--- src/rtl/stw_diag_responder.sv ---
// stw_diag_responder: STW diagnosis responder; latches a test vector, sweeps the MAC
// array column by column and publishes a per-MAC pass/fail map plus completion flag.
module stw_diag_responder #(
    parameter int ROWS        = 4,
    parameter int COLS        = 4,
    parameter int WORD_SIZE   = 16,
    parameter int MAC_LATENCY = 2
) (
    input  logic                           clk,
    input  logic                           rst,
    input  logic                           STW_test_load_en,
    input  logic [WORD_SIZE-1:0]           STW_mult_op1,
    input  logic [WORD_SIZE-1:0]           STW_mult_op2,
    input  logic [WORD_SIZE-1:0]           STW_add_op,
    input  logic [WORD_SIZE-1:0]           STW_expected,
    input  logic                           STW_start,
    input  logic [ROWS*COLS*WORD_SIZE-1:0] mac_result_bus,
    output logic                           stw_mode,
    output logic [COLS-1:0]                stw_col_sel,
    output logic [WORD_SIZE-1:0]           stw_op1,
    output logic [WORD_SIZE-1:0]           stw_op2,
    output logic [WORD_SIZE-1:0]           stw_add,
    output logic [ROWS*COLS-1:0]           STW_result_mat,
    output logic                           STW_complete_out,
    output logic                           stw_busy,
    output logic                           stw_vec_err
);
    localparam int CW = (COLS > 1) ? $clog2(COLS) : 1;
    localparam int NW = (MAC_LATENCY > 1) ? $clog2(MAC_LATENCY) : 1;

    typedef enum logic [1:0] {IDLE, APPLY, COMPARE, DONE} state_t;

    state_t                 state_q, state_d;
    logic [CW-1:0]          col_q, col_d;
    logic [NW-1:0]          cnt_q, cnt_d;
    logic [WORD_SIZE-1:0]   op1_q, op1_d, op2_q, op2_d, add_q, add_d, exp_q, exp_d;
    logic                   loaded_q, loaded_d, vec_err_q, vec_err_d, complete_q, complete_d;
    logic [ROWS*COLS-1:0]   res_q, res_d;
    logic                   idle_like, load_acc, start_acc;

    assign idle_like = (state_q == IDLE) || (state_q == DONE);
    assign load_acc  = idle_like && STW_test_load_en;
    assign start_acc = idle_like && STW_start && loaded_q && !STW_test_load_en;

    always_ff @(posedge clk) begin
        if (!rst) begin
            state_q    <= IDLE;
            col_q      <= '0;
            cnt_q      <= '0;
            op1_q      <= '0;
            op2_q      <= '0;
            add_q      <= '0;
            exp_q      <= '0;
            loaded_q   <= 1'b0;
            vec_err_q  <= 1'b0;
            complete_q <= 1'b0;
            res_q      <= '1;
        end else begin
            state_q    <= state_d;
            col_q      <= col_d;
            cnt_q      <= cnt_d;
            op1_q      <= op1_d;
            op2_q      <= op2_d;
            add_q      <= add_d;
            exp_q      <= exp_d;
            loaded_q   <= loaded_d;
            vec_err_q  <= vec_err_d;
            complete_q <= complete_d;
            res_q      <= res_d;
        end
    end

    always_comb begin
        state_d    = state_q;
        col_d      = col_q;
        cnt_d      = cnt_q;
        op1_d      = op1_q;
        op2_d      = op2_q;
        add_d      = add_q;
        exp_d      = exp_q;
        loaded_d   = loaded_q;
        vec_err_d  = vec_err_q;
        complete_d = complete_q;
        res_d      = res_q;
        if (load_acc) begin
            op1_d      = STW_mult_op1;
            op2_d      = STW_mult_op2;
            add_d      = STW_add_op;
            exp_d      = STW_expected;
            loaded_d   = 1'b1;
            vec_err_d  = (WORD_SIZE'(STW_mult_op1 * STW_mult_op2) + STW_add_op) != STW_expected;
            complete_d = 1'b0;
            state_d    = IDLE;
        end else if (start_acc) begin
            state_d    = APPLY;
            col_d      = '0;
            cnt_d      = '0;
            complete_d = 1'b0;
        end else if (state_q == DONE) begin
            complete_d = 1'b1;
        end
        if (state_q == APPLY) begin
            cnt_d   = cnt_q + NW'(1);
            state_d = (cnt_q == NW'(MAC_LATENCY - 1)) ? COMPARE : APPLY;
        end
        // Only the column under test is rewritten; the rest of the map holds.
        if (state_q == COMPARE) begin
            for (int r = 0; r < ROWS; r++)
                res_d[r*COLS + int'(col_q)] =
                    mac_result_bus[(r*COLS + int'(col_q))*WORD_SIZE +: WORD_SIZE] == exp_q;
            state_d = (col_q == CW'(COLS - 1)) ? DONE : APPLY;
            col_d   = (col_q == CW'(COLS - 1)) ? col_q : col_q + CW'(1);
            cnt_d   = '0;
        end
    end

    always_comb begin
        stw_busy         = (state_q == APPLY) || (state_q == COMPARE);
        stw_mode         = stw_busy;
        stw_col_sel      = stw_busy ? (COLS'(1) << col_q) : '0;
        stw_op1          = op1_q;
        stw_op2          = op2_q;
        stw_add          = add_q;
        STW_result_mat   = res_q;
        STW_complete_out = complete_q;
        stw_vec_err      = vec_err_q;
    end
endmodule

--- config.mk ---
export PLATFORM = sky130hd
export DESIGN_NAME = stw_diag_responder
export DESIGN_NICKNAME = d
export VERILOG_FILES = /design/src/rtl/stw_diag_responder.sv
export SDC_FILE = /design/constraint.sdc
export NUM_CORES = 1
export LEC_CHECK = 0
export ABC_CLOCK_PERIOD_IN_PS = 6980
export CORE_MARGIN = 3
export CORE_UTILIZATION = 41
export CTS_CLUSTER_DIAMETER = 50
export DETAILED_ROUTE_END_ITERATION = 10
export GPL_ROUTABILITY_DRIVEN = 0
export PLACE_DENSITY_LB_ADDON = 0.3
export REMOVE_ABC_BUFFERS = 1
export SYNTH_ARGS = -nofsm -noshare
export SYNTH_HDL_FRONTEND = slang
export SYNTH_SLANG_ARGS = --single-unit
--- constraint.sdc ---
create_clock -name clk -period 6.98 [get_ports clk]
set_input_delay 1.396 -clock clk [delete_from_list [all_inputs] [get_ports clk]]
set_output_delay 1.396 -clock clk [all_outputs]
set_load 0.005 [all_outputs]
# --- Word-level counts from Yosys, hierarchy flattened ---
# Index checks and enable logic that the tools add are counted.
word_totals:
  ff_bits: 88
  in_bits: 324
  output_inout_bits: 72
  word_cells: 89
classes:
  addsub: 6
  mul: 1
  n_lt_le_gt_ge: 8
  eq_ne: 12
  shift: 5
  mux: 26
  n_bitwise: 1
  reduce_logical: 19
ops:
  columns: ["cell", "n"]
  rows:
  - ["$shiftx A256 B32 Y16", 3]
  - ["$shiftx A256 B7 Y16", 1]
  - ["$bwmux W16", 4]
  - ["$eq A16 B16 Y1", 4]
  - ["$mux W2", 10]
  - ["$add A16 B16 Y16", 1]
  - ["$mul A16 B16 Y16", 1]
  - ["$ne A16 B16 Y1", 1]
  - ["$demux W1 S4", 3]
  - ["$add A4 B2 Y5 const A", 2]
  - ["$ge A5 B1 Y1 const B", 2]
  - ["$lt A5 B5 Y1 const B", 2]
  - ["$logic_and A1 B1 Y1", 8]
  - ["$mux W1", 7]
  - ["$eq A2 B2 Y1 const B", 3]
  - ["$lt A2 B5 Y1 const B", 1]
  - ["$lt A4 B5 Y1 const B", 1]
  - ["$add A3 B2 Y4 const A", 1]
  - ["$ge A4 B1 Y1 const B", 1]
  - ["$mux W4", 1]
  - ["$ne A2 B1 Y1 const B", 2]
  - ["$reduce_bool A2 Y1", 2]
  - ["$reduce_bool A4 Y1", 1]
  - ["$shl A1 B2 Y4 const A", 1]
  - ["14 further kinds", 15]

# --- Depth between registers and ports, before layout ---
# Gate-level depths: netlist of the first run.
depth:
  depth_word: 9
  ltp_mapped: 22
  depth_no_buf: 21

# --- Worst setup path before layout of the first run ---
# OpenSTA, ideal clock, no wires.
synth_timing:
  kind: "input to register"
  start: "in STW_mult_op2[1]"
  end: "reg vec_err_q, in the netlist stw_vec_err"
  setup_ps: 127
  t_arrival_ps: 6439
  required_time_ps: 6853
  path_slack_ps: 414
  cell_stages: 18
  path_buffers: 2
  cell_sequence: "clkbuf_1 -> nand2_1 -> fa_1 -> fa_1 -> fa_1 -> fa_1 -> fa_1 -> fa_1 -> inv_1 -> ha_1 -> clkbuf_1 -> and3_1 -> a221o_1 -> a22o_1 -> a211oi_1 -> nand4bb_1 -> nor4_1 -> a31oi_1"
synth_between:
  elab_chain_cells: 3
synth_rtl:
  columns: ["item", "line_no", "rtl"]
  rows:
  - ["from (decl)", "13", "input logic [WORD_SIZE-1:0] STW_mult_op2,"]
  - ["$mul A16 B16 Y16", "91", "vec_err_d = (WORD_SIZE'(STW_mult_op1 * STW_mult_op2) + STW_add_op) != STW_expected;"]
  - ["$add A16 B16 Y16", "91", null]
  - ["$ne A16 B16 Y1", "91", null]
  - ["to (signal assigned)", "67", "vec_err_q <= vec_err_d;"]
  - ["to (decl)", "37", "logic loaded_q, loaded_d, vec_err_q, vec_err_d, complete_q, complete_d;"]
# No other way between the ends.
# A chain may end at the register's enable or synchronous reset.

# --- Worst setup path after layout of the first run ---
# Same ends and word-level chain as after synthesis.

==> summary.txt, run 1 <==
GRT
  • Antenna violations before repair: 10
  • First-pass GRT wire length: 59.9 mm
  • Largest net degree at the start of global routing: between 80 and 90
  • Number of global-route vias before repair: slightly below 10000
  • Grt met1 use: 36.9%
  • Tot GR Track Use: a little under a third
  • Routing usage on met3: under 10%
  • Total congestion overflow: 0
  • Grt peak-use layer: met2
  • GR Util met2: 52.0%

Timing
  • Relative slew slack: between 30% and 40%
  • Final hold vios: 0
  • Setup Skew: ~0.013 ns
  • Setup Viol. Count Final: 0
  • Min Tclk post-route: about 7 ns
  • Post-route clock period utilization: between 90 and 100%
  • Fmax: 147 MHz
  • Final max-slew violation count: 0
  • RSZ-0062 raised after global routing: false
  • Worst slew pin tran: slightly above 0.9 ns

Final layout
  • Share of layout cells above drive strength 1: 8.68%
  • Multi-input gate area: about 7600 um2
  • Register area: about 1800 um2
  • Final nets: about 1900
  • # fillers: roughly 2100
  • Final core occ: between 60% and 70%
  • Layout overhead on the synthesized area: 45.9%

Power and ir drop
  • Switching part of the total: between 40 and 50%
  • Pwr dens: around 320 nW/um2
  • Seq pwr share: between 10% and 20%
  • Logic pwr share: around three quarters
  • Internal power: approximately 2.6 mW
  • Final Power: 4.72 mW
  • Net Sw Power: roughly 2.1 mW
  • Peak VDD IR: between 0.0004 and 0.0005 V
  • Clock Power Share: between 10% and 20%
  • P_leak: 5.71 nW

Worst setup path
  • Critical Path Sink Type: register
  • Worst Setup EP: stw_vec_err
  • CP max FO: 5
  • Crit start category: input port
  • Critical-path cell list: clkdlybuf4s50_1, and2_1, fa_1, inv_1, fa_1, fa_1, fa_1, fa_1, fa_1, inv_1, ha_1, xnor2_1, a211oi_1, a22o_1, a211oi_1, nand4bb_1, nor4_1, a31oi_1
  • Reg2reg setup slack: about 3.4 ns
  • Crit path arrival time: 7.07 ns
  • CP Launch Point: STW_mult_op2[1]
  • CP required: roughly 7.2 ns
  • Crit-path slowest cell: fa_1
  • Crit path kind: in2reg
  • Worst Reg-to-Reg Cells: 7
  • Most common cell on crit path: fa_1
  • FF-to-FF End: STW_result_mat[14]
  • Critical Path Max Stage Delay: roughly 0.60 ns
  • Critical R2R Launch: col_q[0]

CTS
  • Postcts setup bufs: 0
  • CTS Hold Bufs: 0
  • Maximum buffer depth of the clock tree: 2
  • Clock latency on the worst-skew pair: ~0.36 ns
  • CTS tree: built
  • Clock slew at reported path FFs: roughly 0.070 ns
  • Cts bufs inserted: 9
  • Post-CTS sizing: 0
  • CTS root buffer: clkbuf_16
  • CTS sink cnt: 88
  • H-tree Lvls: 3

Min path
  • Hold Crit Class: reg2reg

Route
  • Vias: ~9600
  • Detailed Route Iter0 Violations: 669
  • Wire length per cell: 22.2 um
  • Routed vias/inst: between 5 and 6
  • Antenna-violating nets left: 0
  • Drt total wl: roughly 40 mm
  • Drt pass-1 iters: 5
  • DRC viols: 0

Synthesis
  • Synth Instances: between 1000 and 1500
  • Flop and latch count out of synthesis: slightly below 90
  • Async SR Flop Fraction: 0%
  • Sequential fraction of the synthesis area: between 10% and 20%
  • Avg Cell Area, Syn: 9.15 um2
  • Post-synth cell types: 46
  • Most used DFF post-synth: dfxtp_1
  • Mapped cell area: between 10000 and 15000 um2
  • Post-synth EDFFs: 0
  • YS warnings: 0

Die
  • Height of the chip: 163 um
  • Die ar.: between 20000 and 30000 um2
  • Floorplan row count: 56
  • I/O Pins: just under 400
  • Core area: between 20000 and 25000 um2
  • Chip width: between 150 and 200 um
  • Initial Util: a little over two fifths

Place
  • # port buffers: 395
  • Hpwl dp: ~34 mm

Flow run
  • Max-Cap Viols: 0

Run status
  • Outcome: complete, no violations
## layer usage
layer	share of wire (%)	wire length, um
met1	38	15100
met2	50	19900
met3	9.4	3740
met4	2.7	1060
met5	0.33	130
## worst min-delay path by stage
stage                            startpoint                 to  slack (ns)  cells after the start
final                           stw_add[11]        stw_add[11]        0.46                      2
after global routing             stw_op1[4]         stw_op1[4]        0.49                      2
after CTS                       stw_op1[15]        stw_op1[15]        0.47                      2
after detailed placement        stw_add[11]        stw_add[11]        0.46                      2
after global placement    STW_result_mat[5]  STW_result_mat[5]        0.45                      2
after floorplan                    loaded_q           loaded_q        0.45                      1
## placed cells by master, fill, tap and decap left out, types with 3 or more instances in the layout
cell type,n
inv_1,115
a21o_1,3
a21boi_0,64
nor2_1,7
o21a_1,4
a21oi_1,13
xnor2_1,99
nand4_1,17
o21ai_0,11
diode_2,3
and3_1,4
buf_12,3
nor4_1,3
mux4_2,64
and2_1,30
clkbuf_16,9
inv_8,3
xor2_1,13
nor2b_1,8
o211ai_1,3
nor4_2,4
ha_1,59
nand3_1,37
clkdlybuf4s50_1,394
buf_4,34
dfxtp_1,86
nand2_1,259
fa_1,94
nor3_1,4
a211oi_1,3
## cells in the mapped netlist, types with 6 or more instances
cell / count / area (um2)
nand2_1: 260 / 976
fa_1: 94 / 1880
nand3_1: 37 / 185
nor2b_1: 8 / 50.1
mux4_2: 64 / 1440
inv_1: 115 / 432
o21ai_0: 11 / 55.1
ha_1: 59 / 738
a21boi_0: 64 / 480
and2_1: 31 / 194
dfxtp_1: 88 / 1760
nand4_1: 17 / 106
buf_1: 6 / 22.5
a21oi_1: 13 / 65.1
clkbuf_1: 64 / 240
xnor2_1: 99 / 867
nor2_1: 7 / 26.3
xor2_1: 13 / 114
## kinds of logic (layout without fill, tap and decap cells)
kind of cell / after synthesis / count (layout) / synth area share [%]
and+or+nand+nor: 379 / 379 / 16.7
buffers and inverters: 193 / 563 / 7.54
adders and majority gates: 153 / 153 / 25.9
xor gates and xnor gates: 114 / 114 / 10.2
AOI/OAI and AO/OA: 112 / 112 / 7.82
DFF: 88 / 88 / 17.4
muxes: 66 / 66 / 14.5
other: 0 / 3 / 0
## registers in the layout, summed over array words and instances (netlist names)
name,flops
col_q,2
cnt_q,1
loaded_q,1
stw_add,16
stw_op1,16
state_q,2
stw_vec_err,1
STW_result_mat,16
exp_q,16
STW_complete_out,1
stw_op2,16
## power by group through the flow
stage / sequential [mW] / clock, mW / combinational (mW)
global placement: 0.702 / 0 / 3.42
finish: 0.690 / 0.505 / 3.53
detailed placement: 0.703 / 0 / 3.49
floorplan: 0.699 / 0 / 2.35
CTS: 0.692 / 0.516 / 3.52
global route: 0.704 / 0.532 / 3.88
## critical path: cells and delay by family
family | cells | cell delay [ns]
adder cells (fa/ha/maj) | 7 | 3.45
XOR/XNOR | 1 | 0.28
buffers and inverters | 3 | 0.65
AND/OR/NAND/NOR | 3 | 0.56
AO/OA/AOI/OAI | 4 | 0.71
## metrics by stage
stage                     instance area, um2  setup slack, ns  setup TNS [ns]  hold slack [ns]  cells
after floorplan                         9780            0.790               0            0.454   1027
after global placement                 14400           0.0383               0            0.449   1778
after detailed placement               14400           -0.116          -0.116            0.458   1778
after CTS                              14700            0.224               0            0.468   1794
after global routing                   14700           0.0318               0            0.489   1794
final                                  14800            0.155               0            0.462   1797
## final cells by class
class                      instances  area share (%)
clock buffer                       9            1.53
inverter                         115            2.93
antenna                            3          0.0509
tap                              319            2.71
multi-input combinational        824            51.4
clock inverter                     7           0.467
sequential                        88            12.0
timing repair buffer             432            28.9
Note: power is estimated with default switching activity, not from simulation.
==> run 2, diff against run 1 <==
Settings changed: ABC_CLOCK_PERIOD_IN_PS 6980 to 5600, CAP_MARGIN set to 10, GPL_ROUTABILITY_DRIVEN 0 to unset.
Clock period 6.98 ns to 5.6 ns, I/O delays scaled along.
==> run 2 against run 1 <==
Net effect:
- the run now ends with negative setup slack left
- combinational power up 55%
- clock power grew 19%
- register-to-register slack worse by 1.1 ns
- critical path depth decreased by 1
- non-clock buffer count rose by 58
- largest cell class unchanged
- hold slack improved by 0.0015 ns
- clock-buffer cell count is 1 higher
- via count increased by 0.95%
- setup slack worse by 0.31 ns
- flip-flop and latch count unchanged
==> summary.txt, run 2 (synthesis gave the netlist of run 1 again) <==
Run status
  • Outcome: finished with violations
  • Failing checks: negative setup slack

Final layout
  • # fillers: a little over 2000
  • Most frequent cells in the layout: clkdlybuf4s50_1 (368), nand2_1 (250), inv_1 (109)
  • Layout overhead on the synthesized area: 52.6%
  • Most common cell after layout, fill and taps aside: clkdlybuf4s50_1
  • Final nets: around 2000
  • Share of layout cells above drive strength 1: roughly 17%

Die
  • Chip width: around 160 um
  • Core area: about 24000 um2
  • Floorplan row count: 56
  • Initial Util: 42.4%
  • Height of the chip: about 160 um
  • I/O Pins: approximately 400
  • Die ar.: between 20000 and 30000 um2

Timing
  • Setup Viol. Count Final: 1
  • Worst Hold Slack: about 0.46 ns
  • Final hold vios: 0
  • Relative slew slack: between 30% and 40%
  • Fmax: 174 MHz
  • Setup TNS: -0.153 ns
  • Min Tclk post-route: 5.75 ns
  • Setup slack after layout: -0.153 ns
  • Final max-slew violation count: 0
  • Worst slew pin tran: 0.902 ns
  • Post-route clock period utilization: 103%
  • Setup Skew: around 0.0080 ns
  • RSZ-0062 raised after global routing: true

CTS
  • CTS root buffer: clkbuf_16
  • Clock latency on the worst-skew pair: between 0.3 and 0.4 ns
  • Clock slew at reported path FFs: 0.07 ns
  • Cts bufs inserted: 9
  • H-tree Lvls: 3
  • CTS tree: built
  • Maximum buffer depth of the clock tree: 2
  • CTS sink cnt: 88

GRT
  • Largest net degree at the start of global routing: slightly below 70
  • Antenna violations before repair: 3
  • Tot GR Track Use: about a third
  • First-pass GRT wire length: ~62 mm
  • Number of global-route vias before repair: between 10000 and 15000
  • Total congestion overflow: 0

Worst setup path
  • Crit path arrival time: approximately 6.0 ns
  • WP buf/inv: 2
  • Crit start category: input port
  • Critical Path Sink Type: register
  • Critical Path Max Stage Delay: between 0.5 and 0.6 ns
  • Crit path kind: in2reg
  • Reg2reg setup slack: ~2.3 ns
  • CP max FO: 4
  • CP required: between 5 and 6 ns
  • Crit-path slowest cell: fa_1
  • Most common cell on crit path: fa_1
  • Critical-path cell list: buf_8, nand2_4, fa_1, fa_1, fa_1, fa_1, fa_1, fa_1, inv_2, ha_4, and3_4, a221o_1, a22o_1, a211oi_2, nand4bb_1, nor4_2, a31oi_1
  • Top delay family on crit path: adder cells

Place
  • Hpwl dp: roughly 36 mm
  • Placer congestion estimate: 0.963
  • # port buffers: around 400

Route
  • Vias: 9672
  • Routed vias/inst: roughly 5.2
  • DRC viols: 0
  • Antenna-violating nets left: 0
  • Drt pass-1 iters: 5
  • Drt total wl: roughly 42 mm
  • Wire length per cell: about 23 um
  • Detailed Route Iter0 Violations: 679

Power and ir drop
  • Pwr dens: around 450 nW/um2
  • Peak VDD IR: between 0.0005 and 0.0006 V
  • P_leak: between 6 and 7 nW

Flow run
  • Max-Cap Viols: 0

Min path
  • Hold Crit Class: reg2reg
==> run 2: final cells by class <==
type | instances | area (um2) | share of cell area, %
multi-input cells | 824 | 7800 | 50.6
diodes | 1 | 2.50 | 0.0162
inverters | 115 | 432 | 2.80
clock inverters | 6 | 50.0 | 0.325
clock buffers | 10 | 229 | 1.48
flip-flops and latches | 88 | 1770 | 11.5
repair buffers | 490 | 4740 | 30.7
well taps | 319 | 399 | 2.59
==> run 2: layer usage <==
metal	track usage, %	up-vias	share of wire, %
met1	40.1	4772	40
met4	6.81	4	1.9
met2	55.8	380	51
met5	0	-	0.072
li1	-	4468	-
met3	7.13	48	7.4
==> run 2: worst paths after layout <==
path,to,cells past startpoint,start
max,stw_vec_err,17,STW_mult_op1[7]
min,stw_op1[8],2,stw_op1[8]
max reg2reg,STW_result_mat[12],7,col_q[0]
min reg2reg,stw_op1[8],2,stw_op1[8]
==> run 2: power by group <==
| group | internal (mW) | switching [mW] |
|---|---|---|
| combinational | 2.90 | 2.57 |
| sequential | 0.730 | 0.142 |
| clock | 0.308 | 0.293 |
==> run 2: through the flow <==
stage / worst slack [ns] / total power [mW] / cells / util [%] / cell area, um2
after global placement: -1.16 / 5.55 / 1826 / 62.2 / 14800
after detailed placement: -1.22 / 5.59 / 1826 / 62.2 / 14800
after CTS: -0.232 / 6.70 / 1850 / 64.3 / 15300
after global routing: -0.292 / 7.50 / 1853 / 64.7 / 15400
final: -0.153 / 6.95 / 1853 / 64.7 / 15400
after floorplan: -0.314 / 3.80 / 1027 / - / 9780
==> run 2: worst reg2reg max path, delay by kind of cell, from the launching register on <==
kind | cells | cell delay (ns)
and+or+nand+nor | 4 | 1.14
buffers and inverters | 1 | 0.47
DFF | 1 | 0.91
xor gates and xnor gates | 1 | 0.16
muxes | 1 | 0.55
==> run 2: repair_timing <==
item | in CTS | in global routing
gates resized for setup | 139 | 38
endpoints found under the hold margin | 0 | 0
pin swaps | 44 | 44
setup endpoints to repair | 1 | 1
hold buffers | 0 | 0
buffers inserted | 8 | 2
==> run 3, diff against run 2 <==
Settings changed: CTS_CLUSTER_SIZE set to 10.
==> results of run 3 <==
Same layout as run 2: the final DEF is identical, and so are final timing and power.
